### config.mk
export PLATFORM = sky130hd
export DESIGN_NAME = program_loader
export DESIGN_NICKNAME = d
export VERILOG_FILES = /design/src/rtl/risc_spm_pkg.sv /design/src/rtl/loader_csum_acc.sv /design/src/rtl/program_loader.sv
export SDC_FILE = /design/constraint.sdc
export NUM_CORES = 1
export LEC_CHECK = 0
export BUFFER_PORTS_ARGS = -buffer_cell sky130_fd_sc_hd__buf_2
export CAP_MARGIN = 20
export CORE_MARGIN = 2
export CORE_UTILIZATION = 25
export CTS_CLUSTER_DIAMETER = 60
export DETAILED_ROUTE_END_ITERATION = 12
export GPL_ROUTABILITY_DRIVEN = 0
export GPL_TIMING_DRIVEN = 0
export PLACE_DENSITY = 0.48
export SYNTH_ARGS = -nofsm -noshare
export SYNTH_HDL_FRONTEND = slang
export SYNTH_SLANG_ARGS = --single-unit
### constraint.sdc
create_clock -name clk -period 2.5 [get_ports clk]
set_input_delay 0.75 -clock clk [delete_from_list [all_inputs] [get_ports clk]]
set_output_delay 0.75 -clock clk [all_outputs]
set_load 0.005 [all_outputs]
### src/rtl/risc_spm_pkg.sv
// Shared definitions for the RISC SPM program loader: default data and
// address widths plus the loader state encoding.
// Optional feature macro: LOADER_CHECKSUM_EN (adds the S_CSUM state).
package risc_spm_pkg;

  localparam int WORD_SIZE_DEF = 8;
  localparam int ADDR_SIZE_DEF = 8;

  // Fixed encodings so waveforms read the same with or without the checksum.
  typedef enum logic [2:0] {
    S_ADDR = 3'd0,
    S_LEN  = 3'd1,
    S_DATA = 3'd2,
`ifdef LOADER_CHECKSUM_EN
    S_CSUM = 3'd3,
`endif
    S_RUN  = 3'd4,
    S_ERR  = 3'd5
  } loader_state_t;

  // States in which the loader owns memory and accepts host bytes.
  function automatic logic is_load_state(input loader_state_t s);
    return (s != S_RUN) && (s != S_ERR);
  endfunction

endpackage

### src/rtl/loader_csum_acc.sv
// Modulo-2^WIDTH running sum of payload bytes for the program loader.
// Only instantiated when LOADER_CHECKSUM_EN is defined.
module loader_csum_acc #(
  parameter int WIDTH = 8
) (
  input  logic             clk,
  input  logic             rst,
  input  logic             clear,
  input  logic             enable,
  input  logic [WIDTH-1:0] byte_in,
  output logic [WIDTH-1:0] sum
);

  logic [WIDTH-1:0] sum_reg;

  // Accumulate enabled bytes; clear has priority so a restart begins from zero.
  always_ff @(posedge clk or negedge rst) begin
    if (!rst) begin
      sum_reg <= '0;
    end else if (clear) begin
      sum_reg <= '0;
    end else if (enable) begin
      sum_reg <= sum_reg + byte_in;
    end
  end

  assign sum = sum_reg;

endmodule

### src/rtl/program_loader.sv
// Program loader: receives an address byte, a length byte (0 = 256) and
// the payload from a host byte stream, writes the payload into program
// memory one cycle after each accepted byte, then releases the processor
// reset. Define LOADER_CHECKSUM_EN to require a trailing checksum byte that
// makes the modulo-256 payload sum zero; a bad checksum parks in S_ERR.
module program_loader
  import risc_spm_pkg::*;
#(
  parameter int WORD_SIZE = WORD_SIZE_DEF,
  parameter int ADDR_SIZE = ADDR_SIZE_DEF
) (
  input  logic                 clk,
  input  logic                 rst,
  input  logic                 start_load,
  input  logic                 in_valid,
  input  logic [WORD_SIZE-1:0] in_data,
  output logic                 in_ready,
  output logic                 mem_write,
  output logic [ADDR_SIZE-1:0] mem_address,
  output logic [WORD_SIZE-1:0] mem_data,
  output logic                 cpu_rst_n,
  output logic                 busy,
  output logic                 err
);

  // One extra bit so a length byte of zero can represent 2^WORD_SIZE.
  localparam int CNT_W = WORD_SIZE + 1;

  loader_state_t        state_reg, state_next;
  logic [ADDR_SIZE-1:0] ptr_reg, ptr_next;
  logic [CNT_W-1:0]     count_reg, count_next;

  logic                 in_ready_reg, in_ready_next;
  logic                 mem_write_reg, mem_write_next;
  logic [ADDR_SIZE-1:0] mem_address_reg, mem_address_next;
  logic [WORD_SIZE-1:0] mem_data_reg, mem_data_next;
  logic                 cpu_rst_n_reg, cpu_rst_n_next;
  logic                 busy_reg, busy_next;

  // A restart request wins over any byte offered in the same cycle.
  logic xfer;
  assign xfer = in_valid && in_ready_reg && !start_load;

`ifdef LOADER_CHECKSUM_EN
  logic                 err_reg, err_next;
  logic [WORD_SIZE-1:0] csum_sum;
  logic [WORD_SIZE-1:0] csum_total;
  logic                 acc_clear;
  logic                 acc_enable;

  assign acc_clear  = start_load || (xfer && (state_reg == S_ADDR));
  assign acc_enable = xfer && (state_reg == S_DATA);
  assign csum_total = csum_sum + in_data;

  loader_csum_acc #(
    .WIDTH(WORD_SIZE)
  ) u_csum_acc (
    .clk     (clk),
    .rst     (rst),
    .clear   (acc_clear),
    .enable  (acc_enable),
    .byte_in (in_data),
    .sum     (csum_sum)
  );
`endif

  // State, pointer, count and all registered outputs.
  always_ff @(posedge clk or negedge rst) begin
    if (!rst) begin
      state_reg       <= S_ADDR;
      ptr_reg         <= '0;
      count_reg       <= '0;
      in_ready_reg    <= 1'b1;
      mem_write_reg   <= 1'b0;
      mem_address_reg <= '0;
      mem_data_reg    <= '0;
      cpu_rst_n_reg   <= 1'b0;
      busy_reg        <= 1'b1;
`ifdef LOADER_CHECKSUM_EN
      err_reg         <= 1'b0;
`endif
    end else begin
      state_reg       <= state_next;
      ptr_reg         <= ptr_next;
      count_reg       <= count_next;
      in_ready_reg    <= in_ready_next;
      mem_write_reg   <= mem_write_next;
      mem_address_reg <= mem_address_next;
      mem_data_reg    <= mem_data_next;
      cpu_rst_n_reg   <= cpu_rst_n_next;
      busy_reg        <= busy_next;
`ifdef LOADER_CHECKSUM_EN
      err_reg         <= err_next;
`endif
    end
  end

  // Next state, write pointer and remaining payload count.
  always_comb begin
    state_next = state_reg;
    ptr_next   = ptr_reg;
    count_next = count_reg;
    if (start_load) begin
      state_next = S_ADDR;
    end else if (xfer) begin
      case (state_reg)
        S_ADDR: begin
          ptr_next   = ADDR_SIZE'(in_data);
          state_next = S_LEN;
        end
        S_LEN: begin
          count_next = {1'b0, in_data};
          if (in_data == '0) begin
            count_next = {1'b1, {WORD_SIZE{1'b0}}};
          end
          state_next = S_DATA;
        end
        S_DATA: begin
          ptr_next   = ptr_reg + ADDR_SIZE'(1);
          count_next = count_reg - CNT_W'(1);
          if (count_reg == CNT_W'(1)) begin
`ifdef LOADER_CHECKSUM_EN
            state_next = S_CSUM;
`else
            state_next = S_RUN;
`endif
          end
        end
`ifdef LOADER_CHECKSUM_EN
        S_CSUM: begin
          state_next = (csum_total == '0) ? S_RUN : S_ERR;
        end
`endif
        default: begin
          state_next = state_reg;
        end
      endcase
    end
  end

  // Next values of the registered outputs, decoded from the upcoming state.
  always_comb begin
    mem_write_next   = xfer && (state_reg == S_DATA);
    mem_address_next = mem_address_reg;
    mem_data_next    = mem_data_reg;
    if (mem_write_next) begin
      mem_address_next = ptr_reg;
      mem_data_next    = in_data;
    end
    in_ready_next  = is_load_state(state_next);
    busy_next      = is_load_state(state_next);
    // Release the processor only once S_RUN has been held for a full cycle.
    cpu_rst_n_next = (state_reg == S_RUN) && (state_next == S_RUN);
`ifdef LOADER_CHECKSUM_EN
    err_next       = (state_next == S_ERR);
`endif
  end

  assign in_ready    = in_ready_reg;
  assign mem_write   = mem_write_reg;
  assign mem_address = mem_address_reg;
  assign mem_data    = mem_data_reg;
  assign cpu_rst_n   = cpu_rst_n_reg;
  assign busy        = busy_reg;
`ifdef LOADER_CHECKSUM_EN
  assign err         = err_reg;
`else
  assign err         = 1'b0;
`endif

endmodule
==> results of run 1 <==
## cells in the final DEF, fill, tap and decap left out, drive strengths merged, types with 2 or more instances in the layout
master	instances
o22ai	3
ha	3
and3	2
clkbuf	7
buf	43
a31oi	2
nor3	7
inv	4
a2bb2oi	2
nor2	6
nand3	8
nor4	3
nand3b	2
mux2	16
or3	4
dfrtp	38
a21o	2
a21oi	13
o21ai	17
a22o	4
o32ai	2
nand2	15
nor3b	2
or3b	3
nand2b	2
## metrics by stage
| step | cell area (sq um) | power, uW | hold WS [ns] | std cells |
|---|---|---|---|---|
| floorplan | 2020 | 1200 | 0.454 | 188 |
| global placement | 2290 | 1390 | 0.471 | 320 |
| detailed placement | 2290 | 1390 | 0.476 | 320 |
| CTS | 2410 | 1960 | 0.496 | 328 |
| global route | 2410 | 2060 | 0.511 | 328 |
| finish | 2410 | 1920 | 0.489 | 328 |
## synth_stat cells (all sizes together), types with 3 or more instances
library cell  count  area, sq um
dfrtp            38          951
o21ai            17         85.1
mux2             16          180
nand2            15         68.8
a21oi            13         65.1
buf              13         92.6
nand3             8         40.0
nor3              7         45.0
nor2              6         22.5
a22o              4         35.0
inv               4         15.0
or3               4         25.0
ha                3         37.5
nor4              3         33.8
o22ai             3         18.8
or3b              3         26.3
## worst max-delay path by stage
stage | from | to | slack [ns] | cells after the start
after floorplan | start_load | mem_address[0] | 0.65 | 5
after global placement | start_load | mem_address[0] | 0.40 | 5
after detailed placement | start_load | mem_address[5] | 0.41 | 5
after CTS | busy | in_ready | 0.64 | 2
after global routing | count_reg[1] | count_reg[6] | 0.60 | 6
final | busy | in_ready | 0.66 | 2
## cells by family (layout without fill, tap and decap cells)
kind of cell / Yosys count / in the layout
AOI/OAI and AO/OA: 53 / 53
xor gates and xnor gates: 1 / 1
adders and majority gates: 3 / 3
buffers and inverters: 18 / 56
DFF: 39 / 39
muxes: 17 / 17
other: 1 / 1
and+or+nand+nor: 56 / 56
## area by class of cell
type	count	area [sq um]	area share, %
Tap cell	102	128	5.29
Clock buffer	6	82.6	3.42
Sequential cell	39	977	40.5
Buffer	14	96.3	3.99
Timing Repair Buffer	30	150	6.22
Multi-Input combinational cell	131	928	38.5
Clock inverter	2	35.0	1.45
Inverter	4	15.0	0.622
## power groups by stage
stage	Clock, uW	Combinational [uW]	Sequential [uW]
finish	548	448	926
global route	600	506	957
CTS	572	456	928
detailed placement	0	456	938
global placement	0	450	936
floorplan	0	276	922
## metal layers
layer | global-route usage, % | vias up
li1 | - | 761
met1 | 16.3 | 794
met2 | 17.1 | 43
met3 | 2.65 | 9
met4 | 3.99 | 0
met5 | 0 | -
==> results.toml, run 1 <==
[route]
wl_met1_um = 2290
wl_met3_um = 234
drt-wirelength-per-cell_um = 14.2
wl_met2_um = 2070
drtAntennaViolNets = 0
vias = 1607
drt-initial-drc-count = 108
first_pass_iters = 4
vias_per_cell = 4.90
drc_errors = 0
highest_layer = "met4"
finalWirelength_um = 4660

[die]
initial_core_util_pct = 26.0
io_pins = 33
rows = 32
die_y_um = 93.8
core_sq_um = 7770
dieArea_sq_um = 8800
die_x_um = 93.8

[logic_synthesis]
synth-async-reset-ratio_pct = 100
syn-num-nets = 203
yosys.area_share.adder_pct = 1.86
synthesis.area_sq_um = 2020
yosys.cell_types.count = 50
muxShareOfSynthArea_pct = 9.43
synth_top_family_by_area = "simple AND/OR/NAND/NOR gates"
synth.yosys.warnings = 0
synthFlopType = "dfrtp_1"
synth-edff-count = 0
yosys.area_share.simple_pct = 17.2
ys_ff_latch = 39
synth-xor-area-share_pct = 0.434
synth_compound_area_share_pct = 16.9
synth-seq-area-share_pct = 48.4
synthCells = 188
avgSynthCellArea_sq_um = 10.7

[layout]
area_growth_pct = 19.6
drive_above_1_share_pct = 31.4
fillers = 827
n_antenna_cell = 0
fin_util_pct = 31.1
nNetsFinal = 240
largest_reg_flops = 9

[worst_setup_path]
cp_max_fo = 5
slowest_stage = "dfstp_2"
critPathCaptureType = "output pin"
cp-start-kind = "register"
path_cells = "buf_4 > buf_2"
crit_family = "flip-flops"
worstPathRequired_ns = 1.75
worstSetupPathType = "reg -> out"
r2r-end = "count_reg[6]"
critical_path_buf_inv_count = 2
worstPathArrival_ns = 1.09
reg2reg_depth = 6
reg2reg_setup_slack_ns = 0.69
max_stage_delay_ns = 0.59
r2r-start = "count_reg[1]"

[clock_network]
clk_latency_ns = 0.29
post_cts_resized = 0
cts.path.max_buffers = 2
clock-root-buffer = "clkbuf_8"
cts_buffers = 5
cts_tree = "built"
cts_setup_buffers = 0
cts_hold_buf = 0
clkTransAtPathRegs_ns = 0.08
cts_sinks = 39
htree_levels = 2

[power]
p_per_area_nw_per_um2 = 797
leakagePower_uw = 0.00108
power_frac_comb_pct = 23.3
power_switching_uw = 573
peakVddDrop_v = 0.000312
seqPwrFrac_pct = 48.2
intPower_uw = 1350
power_frac_clock_pct = 28.5
swShare_pct = 29.8

[global_route]
track_usage_pct = 11.5
grt_overflow = 0
grt_pass1_wl_um = 7870
antenna_found_initial = 0
grt_pass1_vias = 1584
grt_max_degree = 40

[worst_hold_path]
min_from = "mem_address[0]"
hp-class = "reg -> reg"
hold-path-endpoint = "mem_address[0]"
worstHoldPathCells = 1

[timing]
fin_skew_ns = 0.00299
fin_setup_tns_ns = 0
final.min_clock_period_ns = 1.84
slew_headroom_pct = 40.5
hold_viol = 0
grt_setup_unrepaired = "no"
timing.final.crit_share_pct = 73.6
setup_viol = 0
fmax_mhz = 543
slew_viol_final = 0
fin_ws_ns = 0.659
worst_pin_slew_ns = 0.893

[outcome]
status = "finished, final reports clean"

[place]
place_hpwl_um = 3340
pre_cts_slack_ns = 0.410
portBuffers = 30

[run]
max_cap_violations = 0
(Power assumes the default switching activity.)
==> run 2: changes to the inputs <==
clock period = 1.9 ns   (was 2.5 ns; I/O delays follow)
==> run 2 against run 1 <==
  * Worst hold slack lost 0.099 ns
  * Via count shrank 0.75%
  * Cell area grew 0.10%
==> results.toml, run 2 (synthesized netlist as in run 1, its figures left out) <==
[timing]
worst_pin_slew_ns = 0.886
fin_setup_tns_ns = 0
setup_viol = 0
final.min_clock_period_ns = 1.82
fmax_mhz = 549
slew_headroom_pct = 40.9
slew_viol_final = 0
grt_setup_unrepaired = "no"
timing.final.crit_share_pct = 95.9
fin_ws_ns = 0.0785
hold_viol = 0
fin_skew_ns = 0.00351

[clock_network]
clkTransAtPathRegs_ns = 0.07
clk_latency_ns = 0.29
cts_tree = "built"
cts_buffers = 5
cts_sinks = 39
post_cts_resized = 0
clock-root-buffer = "clkbuf_8"
htree_levels = 2
cts.path.max_buffers = 2
cts_setup_buffers = 0
cts_hold_buf = 0

[route]
drt-initial-drc-count = 114
vias = 1595
drc_errors = 0
drtAntennaViolNets = 0
vias_per_cell = 4.86
first_pass_iters = 5
finalWirelength_um = 4660
drt-wirelength-per-cell_um = 14.2

[outcome]
status = "finished, final reports clean"

[power]
p_per_area_nw_per_um2 = 1050
finalPower_uw = 2540
leakagePower_uw = 0.00108
peakVddDrop_v = 0.000410

[layout]
final_cell_mix = "38 x dfrtp_1, 35 x buf_2, 14 x o21ai_0"
fillers = 827
nNetsFinal = 240
drive_above_1_share_pct = 31.9
layout_commonest_cell = "dfrtp_1"
area_growth_pct = 19.7
largest_reg_flops = 9
n_antenna_cell = 0
fin_util_pct = 31.1

[worst_hold_path]
hp-class = "in -> async"

[worst_setup_path]
path_cells = "inv_1 > ha_2 > or3b_2 > nor3_1 > o21ai_0 > a22o_1"
slowest_stage = "or3b_2"
crit_cells = 6
crit_family = "simple AND/OR/NAND/NOR gates"
max_stage_delay_ns = 0.49
worstSetupPathType = "reg -> reg"
reg2reg_depth = 6
cp_max_fo = 4
cp-start-kind = "register"
critical_path_buf_inv_count = 1
worstPathArrival_ns = 2.00
critPathCaptureType = "register"
worstPathRequired_ns = 2.08

[global_route]
grt_max_degree = 40
grt_overflow = 0
antenna_found_initial = 0
grt_pass1_wl_um = 7870
track_usage_pct = 11.5
grt_pass1_vias = 1584

[place]
portBuffers = 30
pre_cts_slack_ns = -0.00965
place_hpwl_um = 3340

[run]
max_cap_violations = 0

[die]
dieArea_sq_um = 8800
io_pins = 33
core_sq_um = 7770
die_y_um = 93.8
rows = 32
initial_core_util_pct = 26.0
die_x_um = 93.8
## run 2: metrics by stage
| stage | instances | hold WS (ns) | cell area [sq um] |
|---|---|---|---|
| CTS | 328 | 0.428 | 2410 |
| detailed placement | 320 | 0.476 | 2290 |
| global route | 328 | 0.473 | 2410 |
| finish | 328 | 0.390 | 2410 |
| floorplan | 188 | 0.274 | 2020 |
| global placement | 320 | 0.471 | 2290 |
## run 2: power breakdown
part | switching, uW | total, uW | internal [uW]
logic | 287 | 597 | 310
registers | 173 | 1220 | 1050
clock network | 295 | 720 | 425
total | 756 | 2540 | 1780
## run 2: layout make-up
cell class                 count  area [sq um]  area share (%)
sequential                    39           977            40.5
multi-input combinational    131           931            38.5
timing repair buffer          30           150            6.22
tap                          102           128            5.28
buffer                        14          96.3            3.99
clock buffer                   6          82.6            3.42
clock inverter                 2          35.0            1.45
inverter                       4          15.0           0.622
## run 2: path summary, 6_finish.rpt
check	from	end	slack, ns
max	count_reg[1]	count_reg[6]	0.08
min	rst	cpu_rst_n	0.39
max reg2reg	count_reg[1]	count_reg[6]	0.08
min reg2reg	mem_address[0]	mem_address[0]	0.49
max in group asynchronous	rst	mem_data[5]	0.94
min in group clk	mem_address[0]	mem_address[0]	0.49
## run 2: metal layers
layer  routed length (um)  global-route usage, %
met3                  200                   2.65
met4                   70                   3.99
met2                 2060                   17.1
met1                 2320                   16.3
met5                    0                      0
## run 2: worst reg2reg max path, cell delays in order (launching register included)
cell and delay [ns]:
dfrtp_1 0.40, inv_1 0.13, ha_2 0.23, or3b_2 0.49, nor3_1 0.13, o21ai_0 0.09, a22o_1 0.25
